## src/rtl/uart_boot_loader.sv

```systemverilog
// uart_boot_loader
//   Holds the core in reset while a framed program image arrives over UART.
//   Frame: MAGIC, LEN[4], ADDR[4], LEN*4 payload bytes, CSUM (XOR of payload).
//   LEN and ADDR are sent LSB first. When LEN is zero the frame carries no
//   ADDR field, so CSUM follows LEN directly.
//   Payload bytes are packed little-endian into 32-bit words and written to
//   RAM through a req/gnt handshake. The block answers with ACK_BYTE or
//   NAK_BYTE and releases the core once a frame has been verified.
//
// Ports
//   clk_i, rst_i          clock, asynchronous active-high reset
//   rx_valid_i/rx_data_i  received byte strobe and data
//   bus_req_o/bus_gnt_i   write request and grant
//   bus_we_o              write enable, mirrors bus_req_o
//   bus_addr_o/bus_data_o word-aligned address and write data
//   bus_hb_o              access size, always HB_WORD
//   tx_valid_o/tx_data_o  response byte, held until tx_ready_i
//   core_hold_o           1 keeps the core in reset
//   boot_done_o           sticky: image loaded and verified
//   boot_err_o            sticky: at least one frame rejected
module uart_boot_loader #(
  parameter logic [7:0]  MAGIC     = 8'hA5,
  parameter logic [31:0] MAX_WORDS = 32'h0002_0000,
  parameter logic [7:0]  ACK_BYTE  = 8'h06,
  parameter logic [7:0]  NAK_BYTE  = 8'h15,
  parameter logic [1:0]  HB_WORD   = 2'b00
) (
  input  logic        clk_i,
  input  logic        rst_i,
  input  logic        rx_valid_i,
  input  logic [7:0]  rx_data_i,
  output logic        bus_req_o,
  input  logic        bus_gnt_i,
  output logic        bus_we_o,
  output logic [31:0] bus_addr_o,
  output logic [31:0] bus_data_o,
  output logic [1:0]  bus_hb_o,
  output logic        tx_valid_o,
  output logic [7:0]  tx_data_o,
  input  logic        tx_ready_i,
  output logic        core_hold_o,
  output logic        boot_done_o,
  output logic        boot_err_o
);

  typedef enum logic [3:0] {
    IDLE, LEN, ADDR, DATA, WRITE, CSUM, RESP_ACK, RESP_NAK, DONE
  } state_t;

  state_t      state_q, state_d;
  logic [1:0]  cnt_q, cnt_d;
  logic [23:0] field_q, field_d;
  logic [31:0] words_q, words_d;
  logic [31:0] addr_q, addr_d;
  logic [31:0] data_q, data_d;
  logic [7:0]  csum_q, csum_d;
  logic [7:0]  skid_q, skid_d;
  logic        skid_vld_q, skid_vld_d;
  logic        ovr_q, ovr_d;
  logic        req_q, req_d;
  logic        tx_vld_q, tx_vld_d;
  logic [7:0]  tx_q, tx_d;
  logic        hold_q, hold_d;
  logic        done_q, done_d;
  logic        err_q, err_d;

  // LEN/ADDR shift in LSB first; the 4th byte completes the field.
  logic [31:0] field_full;
  // In DATA/CSUM a byte parked in the skid register takes priority over rx.
  logic        byte_vld;
  logic [7:0]  byte_in;

  assign field_full = {rx_data_i, field_q};
  assign byte_vld   = skid_vld_q | rx_valid_i;
  assign byte_in    = skid_vld_q ? skid_q : rx_data_i;

  always_ff @(posedge clk_i or posedge rst_i) begin
    if (rst_i) begin
      state_q    <= IDLE;
      cnt_q      <= '0;
      field_q    <= '0;
      words_q    <= '0;
      addr_q     <= '0;
      data_q     <= '0;
      csum_q     <= '0;
      skid_q     <= '0;
      skid_vld_q <= 1'b0;
      ovr_q      <= 1'b0;
      req_q      <= 1'b0;
      tx_vld_q   <= 1'b0;
      tx_q       <= '0;
      hold_q     <= 1'b1;
      done_q     <= 1'b0;
      err_q      <= 1'b0;
    end else begin
      state_q    <= state_d;
      cnt_q      <= cnt_d;
      field_q    <= field_d;
      words_q    <= words_d;
      addr_q     <= addr_d;
      data_q     <= data_d;
      csum_q     <= csum_d;
      skid_q     <= skid_d;
      skid_vld_q <= skid_vld_d;
      ovr_q      <= ovr_d;
      req_q      <= req_d;
      tx_vld_q   <= tx_vld_d;
      tx_q       <= tx_d;
      hold_q     <= hold_d;
      done_q     <= done_d;
      err_q      <= err_d;
    end
  end

  always_comb begin
    state_d    = state_q;
    cnt_d      = cnt_q;
    field_d    = field_q;
    words_d    = words_q;
    addr_d     = addr_q;
    data_d     = data_q;
    csum_d     = csum_q;
    skid_d     = skid_q;
    skid_vld_d = skid_vld_q;
    ovr_d      = ovr_q;
    req_d      = req_q;
    tx_vld_d   = tx_vld_q;
    tx_d       = tx_q;
    hold_d     = hold_q;
    done_d     = done_q;
    err_d      = err_q;

    case (state_q)
      IDLE: begin
        if (rx_valid_i && rx_data_i == MAGIC) begin
          state_d = LEN;
          cnt_d   = '0;
          csum_d  = '0;
        end
      end

      LEN: begin
        if (rx_valid_i) begin
          field_d = {rx_data_i, field_q[23:8]};
          cnt_d   = cnt_q + 2'd1;
          if (cnt_q == 2'd3) begin
            words_d = field_full;
            if (field_full > MAX_WORDS) begin
              state_d  = RESP_NAK;
              tx_vld_d = 1'b1;
              tx_d     = NAK_BYTE;
            end else if (field_full == '0) begin
              state_d = CSUM;
            end else begin
              state_d = ADDR;
            end
          end
        end
      end

      ADDR: begin
        if (rx_valid_i) begin
          field_d = {rx_data_i, field_q[23:8]};
          cnt_d   = cnt_q + 2'd1;
          if (cnt_q == 2'd3) begin
            if (field_full[1:0] != 2'b00) begin
              state_d  = RESP_NAK;
              tx_vld_d = 1'b1;
              tx_d     = NAK_BYTE;
            end else begin
              state_d = DATA;
              addr_d  = field_full;
            end
          end
        end
      end

      DATA: begin
        if (byte_vld) begin
          // Consuming the skid byte frees the slot for a byte arriving now.
          if (skid_vld_q) begin
            skid_vld_d = rx_valid_i;
            if (rx_valid_i) skid_d = rx_data_i;
          end
          data_d[{cnt_q, 3'b000} +: 8] = byte_in;
          csum_d = csum_q ^ byte_in;
          cnt_d  = cnt_q + 2'd1;
          if (cnt_q == 2'd3) begin
            state_d = WRITE;
            req_d   = 1'b1;
          end
        end
      end

      WRITE: begin
        if (rx_valid_i) begin
          if (skid_vld_q) begin
            ovr_d = 1'b1;
          end else begin
            skid_vld_d = 1'b1;
            skid_d     = rx_data_i;
          end
        end
        if (bus_gnt_i) begin
          req_d   = 1'b0;
          addr_d  = addr_q + 32'd4;
          words_d = words_q - 32'd1;
          if (ovr_d) begin
            state_d  = RESP_NAK;
            tx_vld_d = 1'b1;
            tx_d     = NAK_BYTE;
          end else if (words_q == 32'd1) begin
            state_d = CSUM;
          end else begin
            state_d = DATA;
          end
        end
      end

      CSUM: begin
        if (byte_vld) begin
          skid_vld_d = 1'b0;
          tx_vld_d   = 1'b1;
          if (byte_in == csum_q) begin
            state_d = RESP_ACK;
            tx_d    = ACK_BYTE;
          end else begin
            state_d = RESP_NAK;
            tx_d    = NAK_BYTE;
          end
        end
      end

      RESP_ACK: begin
        if (tx_ready_i) begin
          tx_vld_d = 1'b0;
          state_d  = DONE;
          done_d   = 1'b1;
          hold_d   = 1'b0;
        end
      end

      RESP_NAK: begin
        if (tx_ready_i) begin
          tx_vld_d   = 1'b0;
          state_d    = IDLE;
          err_d      = 1'b1;
          cnt_d      = '0;
          field_d    = '0;
          words_d    = '0;
          csum_d     = '0;
          skid_d     = '0;
          skid_vld_d = 1'b0;
          ovr_d      = 1'b0;
        end
      end

      DONE: ;

      default: state_d = IDLE;
    endcase
  end

  assign bus_req_o   = req_q;
  assign bus_we_o    = req_q;
  assign bus_addr_o  = addr_q;
  assign bus_data_o  = data_q;
  assign bus_hb_o    = HB_WORD;
  assign tx_valid_o  = tx_vld_q;
  assign tx_data_o   = tx_q;
  assign core_hold_o = hold_q;
  assign boot_done_o = done_q;
  assign boot_err_o  = err_q;

endmodule

```

## config.mk

```make
export PLATFORM = sky130hd
export DESIGN_NAME = uart_boot_loader
export DESIGN_NICKNAME = d
export VERILOG_FILES = /design/src/rtl/uart_boot_loader.sv
export SDC_FILE = /design/constraint.sdc
export NUM_CORES = 1
export LEC_CHECK = 0
export ABC_CLOCK_PERIOD_IN_PS = 5200
export CORE_ASPECT_RATIO = 0.7
export CORE_MARGIN = 1
export CORE_UTILIZATION = 45
export CTS_CLUSTER_DIAMETER = 40
export CTS_CLUSTER_SIZE = 24
export DETAILED_ROUTE_END_ITERATION = 8
export GPL_ROUTABILITY_DRIVEN = 0
export PLACE_DENSITY = 0.63
export SETUP_SLACK_MARGIN = 0.3
export SLEW_MARGIN = 20
export SYNTH_ARGS = -nofsm -noshare
export SYNTH_HDL_FRONTEND = slang
export SYNTH_SLANG_ARGS = --single-unit
```

## constraint.sdc

```tcl
create_clock -name clk_i -period 5.2 [get_ports clk_i]
set_clock_uncertainty 0.05 [all_clocks]
set_input_delay 0.52 -clock clk_i [delete_from_list [all_inputs] [get_ports clk_i]]
set_output_delay 0.52 -clock clk_i [all_outputs]
set_load 0.05 [all_outputs]
```

# Word-level counts from Yosys, hierarchy flattened

Index checks and enable logic that the tools add are counted.

Register bits after elaboration: 157
Bits of input ports: 13
Output and inout bits: 80
Word-level logic and storage cells: 172

Add/sub/neg operators: 4
Order comparisons: 1
Equality and inequality tests: 32
Shift-type cells: 2
Multiplexer cells: 82
Bitwise logic cells: 3
Reductions and logical operators: 32

Operators by type and width:

| kind                   | count |
|---|---|
| $mux 32                | 8 |
| $mux 8                 | 17 |
| $pmux 32 s3            | 1 |
| $pmux 32 s2            | 1 |
| $mux 24                | 2 |
| $pmux 24 s2            | 1 |
| $pmux 8 s3             | 2 |
| $mux 4                 | 11 |
| $ne 2x2->1 const B     | 18 |
| $pmux 4 s9             | 1 |
| $add 32x3->32 const B  | 1 |
| $bwmux 32              | 1 |
| $eq 32x1->1 const B    | 1 |
| $gt 32x18->1 const B   | 1 |
| $logic_not 32->1       | 1 |
| $pmux 8 s4             | 1 |
| $shift 8x7->32 const A | 1 |
| $shiftx 8x7->32        | 1 |
| $sub 32x1->32 const B  | 1 |
| $mux 1                 | 21 |
| $reduce_and 5->1       | 4 |
| $eq 4x3->1 const B     | 4 |
| $mux 3                 | 5 |
| $reduce_and 12->1      | 1 |
| 31 further kinds       | 50 |

# Logic depth before layout (Yosys ltp)

Gate-level depths: netlist (run 1).

Depth after elaboration: 6
Mapped depth: 9
Depth with buffers taken out: 7

# Worst setup path before layout (run 1)

No wires, ideal clock.

Kind: in2reg
Start point: input port rx_data_i[3]
End point: register data_q[0], in the netlist bus_data_o[0]
Setup time: 125 ps
Data arrival time: 2,263 ps
Slack: 2,761 ps
Cell stages on the path: 7
Path through: or4_4 > o31ai_4 > nand4_2 > nor2_4 > and2_4 > buf_12 > mux2_4

Longest elaborated chain between the ends: 3

RTL lines:

| what                   | line | source |
|---|---|---|
| start: declaration     | 31   | `input logic [7:0] rx_data_i,` |
| $mux 8                 | -    |  |
| $shiftx 8x7->32        | 185  | `data_d[{cnt_q, 3'b000} +: 8] = byte_in;` |
| $bwmux 32              | 185  |  |
| end signal: assignment | 101  | `data_q <= data_d;` |
| end: declaration       | 55   | `logic [31:0] data_q, data_d;` |

Every way passes these cells.
A chain may end at the register's enable or synchronous reset.

# Worst setup path after layout (run 1)

Start point: register state_q[0]
End point: register data_q[31], in the netlist bus_data_o[31]

Longest elaborated chain between the ends: 2

RTL lines:

| what                       | line | source |
|---|---|---|
| start: declaration         | 50   | `state_t state_q, state_d;` |
| start signal: assignment   | 96   | `state_q <= state_d;` |
| $eq 4x2->1                 | 133  | `case (state_q)` |
| $reduce_and 2->1 (no line) | -    |  |

Every way passes these cells.

==> results of run 1 <==
layer usage:
layer	track usage [%]	wire, µm
met1	41.8	12300
met2	33.4	9200
met4	6.30	273
met5	0	0
met3	6.09	2330
area by class of cell:
type	count	area share (%)
well taps	236	2.95
clock inverters	15	1.77
inverters	18	0.725
flip-flops and latches	152	38.0
repair buffers	95	9.27
clock buffers	17	4.25
multi-input cells	673	43.0
synthesized netlist by cell type (3+ instances only):
library cell  instances  area share (%)
nand2b_1              4            0.29
buf_1                 5            0.22
a22oi_1              16             1.4
xnor2_1               3            0.31
nand4_1              12            0.88
buf_2                 8            0.47
inv_1                18            0.79
or2_2                 4            0.29
a211oi_1              3            0.26
a22o_1               34             3.5
a32oi_1              14             1.4
xor2_1                7            0.72
a31oi_1               8            0.59
nor3_1               23             1.4
buf_4                 8            0.71
a21oi_1              64             3.8
nand4b_1              3            0.31
clkbuf_1             40             1.8
o21ai_1               3            0.18
a21o_1                4            0.35
a2bb2oi_1             3            0.31
dfrtp_1             151              44
and2_4                5            0.52
and4_1                5            0.52
o32a_1                3            0.35
o31ai_1               9            0.79
and3_1                6            0.44
mux2i_1               7            0.82
mux2_4               32             5.7
nand3_1              32             1.9
o22ai_1              14             1.0
and2_1                8            0.59
or3_1                 7            0.52
o21a_1                4            0.35
nor2_1              108             4.8
nand2_1              48             2.1
o21ai_0              92             5.4
ha_1                  9             1.3
buf_12                4            0.94
nor4_1               23             1.7
nor2b_1              12            0.88
power by group through the flow:
stage | Combinational (mW) | Sequential, mW | Clock (mW)
floorplan | 1.82 | 2.48 | 0
global placement | 2.97 | 2.23 | 0
detailed placement | 2.99 | 2.23 | 0
CTS | 3.00 | 2.21 | 1.31
global route | 3.28 | 2.31 | 1.36
finish | 3.01 | 2.24 | 1.29
flip-flops by register name, summed over array words and instances, names as in the netlist, 2 cells and up:
signal / cells
bus_addr_o: 32
bus_data_o: 32
cnt_q: 2
csum_q: 8
field_q: 24
skid_q: 8
state_q: 4
tx_data_o: 3
words_q: 32
worst max path at each step:
| stage | end | slack (ns) |
|---|---|---|
| 2_1_floorplan | boot_done_o$_DFFE_PP0P_ | 0.54 |
| 3_3_place_gp | bus_data_o[17]$_DFFE_PP0P_ | 1.93 |
| 3_5_place_dp | bus_addr_o[7]$_DFFE_PP0P_ | 1.85 |
| 4_1_cts | bus_data_o[31]$_DFFE_PP0P_ | 2.09 |
| 5_1_grt | words_q[18]$_DFFE_PP0P_ | 1.75 |
| 6_report | bus_data_o[31]$_DFFE_PP0P_ | 2.05 |
cells by family after synthesis:
| logic type | synth area share, % |
|---|---|
| mux | 6.64 |
| fa+ha+maj | 1.32 |
| xor+xnor | 1.03 |
| buf+inv | 5.03 |
| simple gates | 19.1 |
| other cells | 0.0441 |
| flops | 44.8 |
| compound gates | 22.1 |
worst reg2reg max path, stage by stage (launching register included):
cell	delay, ns
dfrtp_1	0.89
nand4bb_1	0.64
or3_1	0.56
nand4_2	0.25
nor2_4	0.09
and2_4	0.25
mux2_4	0.32
==> run summary, run 1 <==
run status: finished with violations
Post-Route WL: 24,100 µm
1st-pass router iterations: 8
global route overflow: 0
CTS H-Tree Depth: 4
Int Pwr: 3.39 mW
combinational fraction of design power: 46.1%
commonest cells after routing, fill and taps aside: dfrtp_1 (151), nor2_1 (108), o21ai_0 (92)
Seq/Total Area, Yosys: 44.8%
final setup margin: 2.05 ns
site row count: 41
Seq. cell area: 3800 µm²
Final Max Slew Viols: 0
Top FF cell, synth: dfrtp_1
DP Worst Slack: 1.85 ns
Global Route Usage Sum: 25.8%
Wirelength per Cell: 20.0 µm
EDFF count, synth: 0
max-slew headroom at the worst pin: 38.7%
reg2reg start: state_q[0]$_DFFE_PP0P_
cell area after layout: 10,000 µm²
Avg Inst Size Synth: 9.40 µm²
Sink Count: 152
Die X: 166 µm
Area Overhead vs Synth: 17.8%
Clock power frac: 19.7%
Synth warnings: 0
Total Die Area: 19,400 µm²
failing checks: DRC
final period utilization: 60.6%
clk_lat worst skew: 0.44 ns
DR iter-0 viols: 849
Total Power: 6.54 mW
Required @ worst endpoint: 5.47 ns
Min-Delay Endpoint: tx_data_o[2]$_DFFE_PP0P_
num ports: 93
max incr delay on CP: 0.89 ns
Worst Path Arrival: 3.42 ns
CTS Root Buffer Type: clkbuf_16
Final Non-Filler Cells: 1,206
worst vdd ir: 0.271 mV
Final Util: 54.8%
Crit Path Class: reg -> reg
hold_buf cts: 0
critical path depth: 6
Fin Setup TNS: 0 ns
first-pass GRT wire length: 38,700 µm
post-CTS setup buffers: 0
diodes inserted: 0
leakage: 4.17 nW
CP Capture Type: flip-flop
core area: 18,300 µm²
ratio of cells with drive above 1 in the final layout: 10.4%
Setup Viol. Count Final: 0
R2R Setup Slk: 2.05 ns
Die H: 117 µm
Pwr Density: 653 nW/µm²
CTS tree: yes
post-route ant nets: 0
Hold Path Depth: 1
Via Count: 7,383
Hold Crit Start: tx_data_o[2]$_DFFE_PP0P_
clk buf depth: 2
Yosys cell types: 75
cell area after placement: 9410 µm²
Initial Util: 46.5%
worst hold margin: 0.418 ns
via/cell ratio: 6.12
Worst R2R End: bus_data_o[31]$_DFFE_PP0P_
synthesized cell area: 8500 µm²
CTS clock-pin slew for the worst setup and hold paths: 0.07 ns
Slowest cell on crit path: dfrtp_1
port bufs: 86
most common cell after layout, fill and taps aside: dfrtp_1
RSZ-0062 raised after global routing: false
critical path startpoint: state_q[0]$_DFFE_PP0P_
Fin. Hold Viols: 0
Post-Synthesis Cells: 904
# DRC: 9
R2R depth: 6
post-cts resize count: 0
Period minus WS final: 3.15 ns
P_sw: 3.15 mW
area occupied by multi-input gates: 4310 µm²
Switching Share: 48.1%
Fillers: 1,639
crit path max fanout: 26
CP top delay family: simple AND/OR/NAND/NOR gates
initial antenna violation count: 0
CP startpoint kind: flip-flop
#FFs+latches synth: 152
Slew @ Worst Pin: 0.920 ns
Final #Nets: 979
Max Cap Viol: 0
f_max: 318 MHz
placed instance count: 1,174
Seq pwr share: 34.2%
Post-synth ARST share: 100%
largest net degree at the start of global routing: 90
Critical Path, Cell by Cell: nand4bb_1 -> or3_1 -> nand4_2 -> nor2_4 -> and2_4 -> mux2_4
vias in the first global route: 6,675
Post-DP HPWL: 16,100 µm
Inserted Clock Buffers: 17
Buf/Inv on CP: 0
min-delay worst type: reg -> reg
Power figures use the tool's default switching activity.
==> run 2, diff against run 1 <==
--- a/config.mk
+++ b/config.mk
@@ -5,7 +5,7 @@
 export SDC_FILE = /design/constraint.sdc
 export NUM_CORES = 1
 export LEC_CHECK = 0
-export ABC_CLOCK_PERIOD_IN_PS = 5200
+export ABC_CLOCK_PERIOD_IN_PS = 3060
 export CORE_ASPECT_RATIO = 0.7
 export CORE_MARGIN = 1
 export CORE_UTILIZATION = 45
==> constraint.sdc (replaced) <==
create_clock -name clk_i -period 3.06 [get_ports clk_i]
set_clock_uncertainty 0.05 [all_clocks]
set_input_delay 0.306 -clock clk_i [delete_from_list [all_inputs] [get_ports clk_i]]
set_output_delay 0.306 -clock clk_i [all_outputs]
set_load 0.05 [all_outputs]
==> run 2 against run 1 <==
The run still ends with DRC left. Critical path depth stayed put. Fmax up 26%. Non-clock buffer count increased by 41. Sequential cell count did not move. Clock power increased by 69%. Worst setup slack worse by 1.5 ns. First-iteration DRC count is 0.24% higher. Sequential share of layout area shrank 1.2 points.
==> run summary, run 2 (synthesis results as in run 1) <==
run status: finished with violations
failing checks: DRC
Final Max Slew Viols: 0
Seq. cell area: 3810 µm²
min-delay worst type: in -> async
worst hold margin: 0.207 ns
CP Capture Type: flip-flop
leakage: 4.37 nW
first-pass GRT wire length: 39,700 µm
DR iter-0 viols: 851
Worst Path Arrival: 2.76 ns
P_sw: 5.35 mW
Total Die Area: 19,400 µm²
Switching Share: 47.0%
# DRC: 8
Period minus WS final: 2.50 ns
Global Route Usage Sum: 26.5%
Crit Path Class: reg -> reg
CP startpoint kind: flip-flop
crit path max fanout: 37
cell area after layout: 10,300 µm²
final period utilization: 81.6%
Sink Count: 152
area occupied by multi-input gates: 4310 µm²
largest net degree at the start of global routing: 79
Slowest cell on crit path: dfrtp_1
CTS Root Buffer Type: clkbuf_16
Die H: 117 µm
Required @ worst endpoint: 3.32 ns
Critical Path, Cell by Cell: nor4b_4 -> buf_4 -> buf_4 -> nand2_1 -> nor4_1 -> nor3_1
Fillers: 1,592
Post-DP HPWL: 16,800 µm
Int Pwr: 6.02 mW
hold_buf cts: 0
cell area after placement: 9740 µm²
CTS tree: yes
critical path startpoint: state_q[0]$_DFFE_PP0P_
Max Cap Viol: 0
f_max: 400 MHz
worst vdd ir: 0.527 mV
Seq pwr share: 33.2%
Final #Nets: 1,020
post-cts resize count: 0
Area Overhead vs Synth: 21.6%
1st-pass router iterations: 9
core area: 18,300 µm²
most common cell after layout, fill and taps aside: dfrtp_1
RSZ-0062 raised after global routing: false
port bufs: 86
initial antenna violation count: 0
reg2reg start: state_q[0]$_DFFE_PP0P_
Wirelength per Cell: 19.6 µm
max-slew headroom at the worst pin: 51.1%
Inserted Clock Buffers: 17
Post-Route WL: 24,500 µm
Via Count: 7,617
via/cell ratio: 6.11
global route overflow: 0
post-CTS setup buffers: 0
CTS clock-pin slew for the worst setup and hold paths: 0.07 ns
clk buf depth: 2
diodes inserted: 0
Clock power frac: 19.1%
site row count: 41
Fin. Hold Viols: 0
ratio of cells with drive above 1 in the final layout: 14.1%
Die X: 166 µm
Setup Viol. Count Final: 0
clk_lat worst skew: 0.44 ns
combinational fraction of design power: 47.7%
Slew @ Worst Pin: 0.734 ns
Initial Util: 46.5%
CTS H-Tree Depth: 4
most frequent cell on the critical path: buf_4
Pwr Density: 1100 nW/µm²
num ports: 93
Fin Setup TNS: 0 ns
max incr delay on CP: 0.65 ns
post-route ant nets: 0
commonest cells after routing, fill and taps aside: dfrtp_1 (149), nor2_1 (108), o21ai_0 (92)
vias in the first global route: 6,905
run 2: changes by cell type in the layout (fill, tap and decap cells not counted), moves of 2 or more:
cell / before / now
buf_4: 9 / 48
inv_8: 8 / 1
inv_6: 3 / 6
buf_12: 0 / 2
clkinv_2: 0 / 2
clkinv_4: 1 / 3
dfrtp_1: 151 / 149
dfrtp_2: 0 / 2
run 2: per-stage QoR:
stage | utilization, % | total power [mW] | setup slack (ns) | instances
after detailed placement | 53.3 | 9.11 | 0.291 | 1215
after global routing | 56.6 | 12.1 | 0.329 | 1247
final | 56.6 | 11.4 | 0.563 | 1247
after floorplan | - | 7.31 | 0.694 | 909
after CTS | 56.6 | 11.3 | 0.518 | 1247
after global placement | 53.3 | 9.09 | 0.302 | 1215
run 2: power by group through the flow:
stage	Clock, mW	Combinational [mW]	Sequential, mW
2_1_floorplan	0	3.09	4.22
3_3_place_gp	0	5.33	3.76
3_5_place_dp	0	5.36	3.75
4_1_cts	2.20	5.38	3.73
5_1_grt	2.29	5.92	3.89
6_report	2.18	5.42	3.78
run 2: worst paths after layout:
path	to	slack (ns)	cells after the start
min in group clk_i	boot_done_o$_DFFE_PP0P_	0.42	1
min	bus_addr_o[0]$_DFFE_PP0P_	0.21	2
max	bus_addr_o[25]$_DFFE_PP0P_	0.56	6
max in group asynchronous	words_q[3]$_DFFE_PP0P_	2.00	3
max reg2reg	bus_addr_o[25]$_DFFE_PP0P_	0.56	6
min reg2reg	boot_done_o$_DFFE_PP0P_	0.42	1
run 2: critical path: cells and delay by family (launching register included):
family	cells	cell delay [ns]
buffers and inverters	2	0.62
DFF	1	0.65
and+or+nand+nor	4	1.05
run 2: routing by layer:
metal  global-route usage (%)  vias to the layer above  routed length [µm]
met5                        0                        -                   0
met4                     7.04                        0                 310
met3                     7.63                       26                2230
met2                     34.4                      338                9430
met1                     41.6                     3717               12500
li1                         -                     3536                   -
run 2: final cells by class:
cell class / count / share of cell area, %
clock buffer: 17 / 4.12
inverter: 18 / 0.690
clock inverter: 15 / 1.62
tap: 236 / 2.86
timing repair buffer: 136 / 12.2
sequential: 152 / 36.8
multi-input combinational: 673 / 41.7
==> run 3, diff against run 2 <==
--- a/config.mk
+++ b/config.mk
@@ -5,7 +5,7 @@
 export SDC_FILE = /design/constraint.sdc
 export NUM_CORES = 1
 export LEC_CHECK = 0
-export ABC_CLOCK_PERIOD_IN_PS = 3060
+export ABC_CLOCK_PERIOD_IN_PS = 2480
 export CORE_ASPECT_RATIO = 0.7
 export CORE_MARGIN = 1
 export CORE_UTILIZATION = 45
==> constraint.sdc (replaced) <==
create_clock -name clk_i -period 2.48 [get_ports clk_i]
set_clock_uncertainty 0.05 [all_clocks]
set_input_delay 0.248 -clock clk_i [delete_from_list [all_inputs] [get_ports clk_i]]
set_output_delay 0.248 -clock clk_i [all_outputs]
set_load 0.05 [all_outputs]
==> run 3 against run 2 <==
The run still ends with DRC left. Wire length rose by 11%. Worst setup slack got worse by 0.24 ns. Count of clock-buffer cells in the layout rose by 2. Critical path type unchanged. Sequential cell count did not move. Via count rose by 6.6%.
==> run summary, run 3 (synthesis results as in run 1) <==
Die H: 117 µm
most common cell after layout, fill and taps aside: dfrtp_1
Setup Viol. Count Final: 0
Die X: 166 µm
global route overflow: 0
Wirelength per Cell: 20.5 µm
final period utilization: 87.1%
worst vdd ir: 0.637 mV
# DRC: 16
site row count: 41
via/cell ratio: 6.13
worst hold margin: 0.178 ns
port bufs: 86
f_max: 463 MHz
Area Overhead vs Synth: 33.8%
Post-DP HPWL: 17,500 µm
reg2reg start: skid_vld_q$_DFFE_PP0P_
Required @ worst endpoint: 2.74 ns
clk_lat worst skew: 0.43 ns
grt met2 use: 35.7%
DR iter-0 viols: 869
critical path startpoint: skid_vld_q$_DFFE_PP0P_
largest net degree at the start of global routing: 64
initial antenna violation count: 0
Total Die Area: 19,400 µm²
min-delay worst type: in -> async
commonest cells after routing, fill and taps aside: dfrtp_1 (138), nor2_1 (105), buf_4 (95)
Period minus WS final: 2.16 ns
CTS clock-pin slew for the worst setup and hold paths: 0.06 ns
first-pass GRT wire length: 40,500 µm
CP Capture Type: flip-flop
Total Power: 15.4 mW
CP top delay family: flip-flops
CTS Root Buffer Type: clkbuf_16
leakage: 4.84 nW
Inserted Clock Buffers: 17
Via Count: 8,120
max-slew headroom at the worst pin: 60.4%
Fin. Hold Viols: 0
CTS tree: yes
Post-Route WL: 27,100 µm
clk buf depth: 2
Slew @ Worst Pin: 0.592 ns
failing checks: DRC
1st-pass router iterations: 9
met3 Use GR: 6.69%
CTS H-Tree Depth: 4
Global Route Usage Sum: 27.1%
CP startpoint kind: flip-flop
Sink Count: 152
Final Util: 62.3%
Seq. cell area: 3820 µm²
ratio of cells with drive above 1 in the final layout: 24.9%
Pwr Density: 1360 nW/µm²
met1 usage: 43.4%
max incr delay on CP: 0.45 ns
Fillers: 1,490
vias in the first global route: 7,182
Initial Util: 46.5%
Final #Nets: 1,096
area occupied by multi-input gates: 4540 µm²
Slowest cell on crit path: dfrtp_2
Max Cap Viol: 0
Crit Path Class: reg -> reg
RSZ-0062 raised after global routing: true
placed instance count: 1,253
Worst Path Arrival: 2.42 ns
Top Usage Layer GRT: met1
Final Max Slew Viols: 0
Final Non-Filler Cells: 1,324
Buf/Inv on CP: 2
num ports: 93
crit path max fanout: 5
post-route ant nets: 0
run status: finished with violations
Critical Path, Cell by Cell: buf_6 -> mux2i_4 -> xor2_1 -> nand4_1 -> nor4_2 -> buf_4 -> o21ai_2 -> o32a_1
core area: 18,300 µm²
==> run 3: stage by stage <==
step | setup slack [ns] | setup TNS, ns | cell area, µm²
floorplan | 0.114 | 0 | 8520
global placement | -0.260 | -10.43 | 10100
detailed placement | -0.309 | -10.65 | 10100
CTS | 0.296 | 0 | 10800
global route | 0.235 | 0 | 11400
finish | 0.320 | 0 | 11400
==> run 3: area by class of cell <==
| type | instances | share of cell area, % |
|---|---|---|
| flip-flops and latches | 152 | 33.6 |
| well taps | 236 | 2.60 |
| inverters | 18 | 0.627 |
| multi-input cells | 673 | 39.9 |
| clock buffers | 19 | 3.98 |
| clock inverters | 13 | 1.05 |
| diodes | 1 | 0.0220 |
| repair buffers | 212 | 18.2 |
==> run 3: layer usage <==
layer | part of all wire, % | vias to the layer above
li1 | - | 3683
met1 | 49 | 3993
met2 | 40 | 414
met3 | 9.5 | 30
met4 | 1.5 | 0
met5 | 0 | -
==> run 3: power breakdown <==
| part | switching, mW | internal [mW] |
|---|---|---|
| Clock | 1.11 | 1.44 |
| Combinational | 4.79 | 3.51 |
| Sequential | 1.21 | 3.37 |
==> run 3: worst paths after layout <==
check	to	slack, ns	depth (start not counted)
setup / recovery	state_q[0]$_DFFE_PP0P_	0.32	8
hold / removal	bus_addr_o[1]$_DFFE_PP0P_	0.18	2
setup reg to reg	state_q[0]$_DFFE_PP0P_	0.32	8
hold reg to reg	boot_err_o$_DFFE_PP0P_	0.42	1
max in group asynchronous	bus_addr_o[18]$_DFFE_PP0P_	1.55	3
min in group clk_i	field_q[17]$_DFFE_PP0P_	0.36	3
==> run 3: repair_timing <==
| item | in CTS | in global routing |
|---|---|---|
| pin swaps | 7 | 22 |
| hold buffers | 0 | 0 |
| cloned | 1 | 6 |
| buffers inserted | 10 | 21 |
| gates resized for setup | 15 | 112 |
| setup endpoints to repair | 115 | 101 |
==> run 3: worst register-to-register path, cell delays in order (launching register included) <==
cell and delay (ns):
dfrtp_2 0.45, buf_6 0.14, mux2i_4 0.23, xor2_1 0.19, nand4_1 0.12, nor4_2 0.32
buf_4 0.18, o21ai_2 0.05, o32a_1 0.32
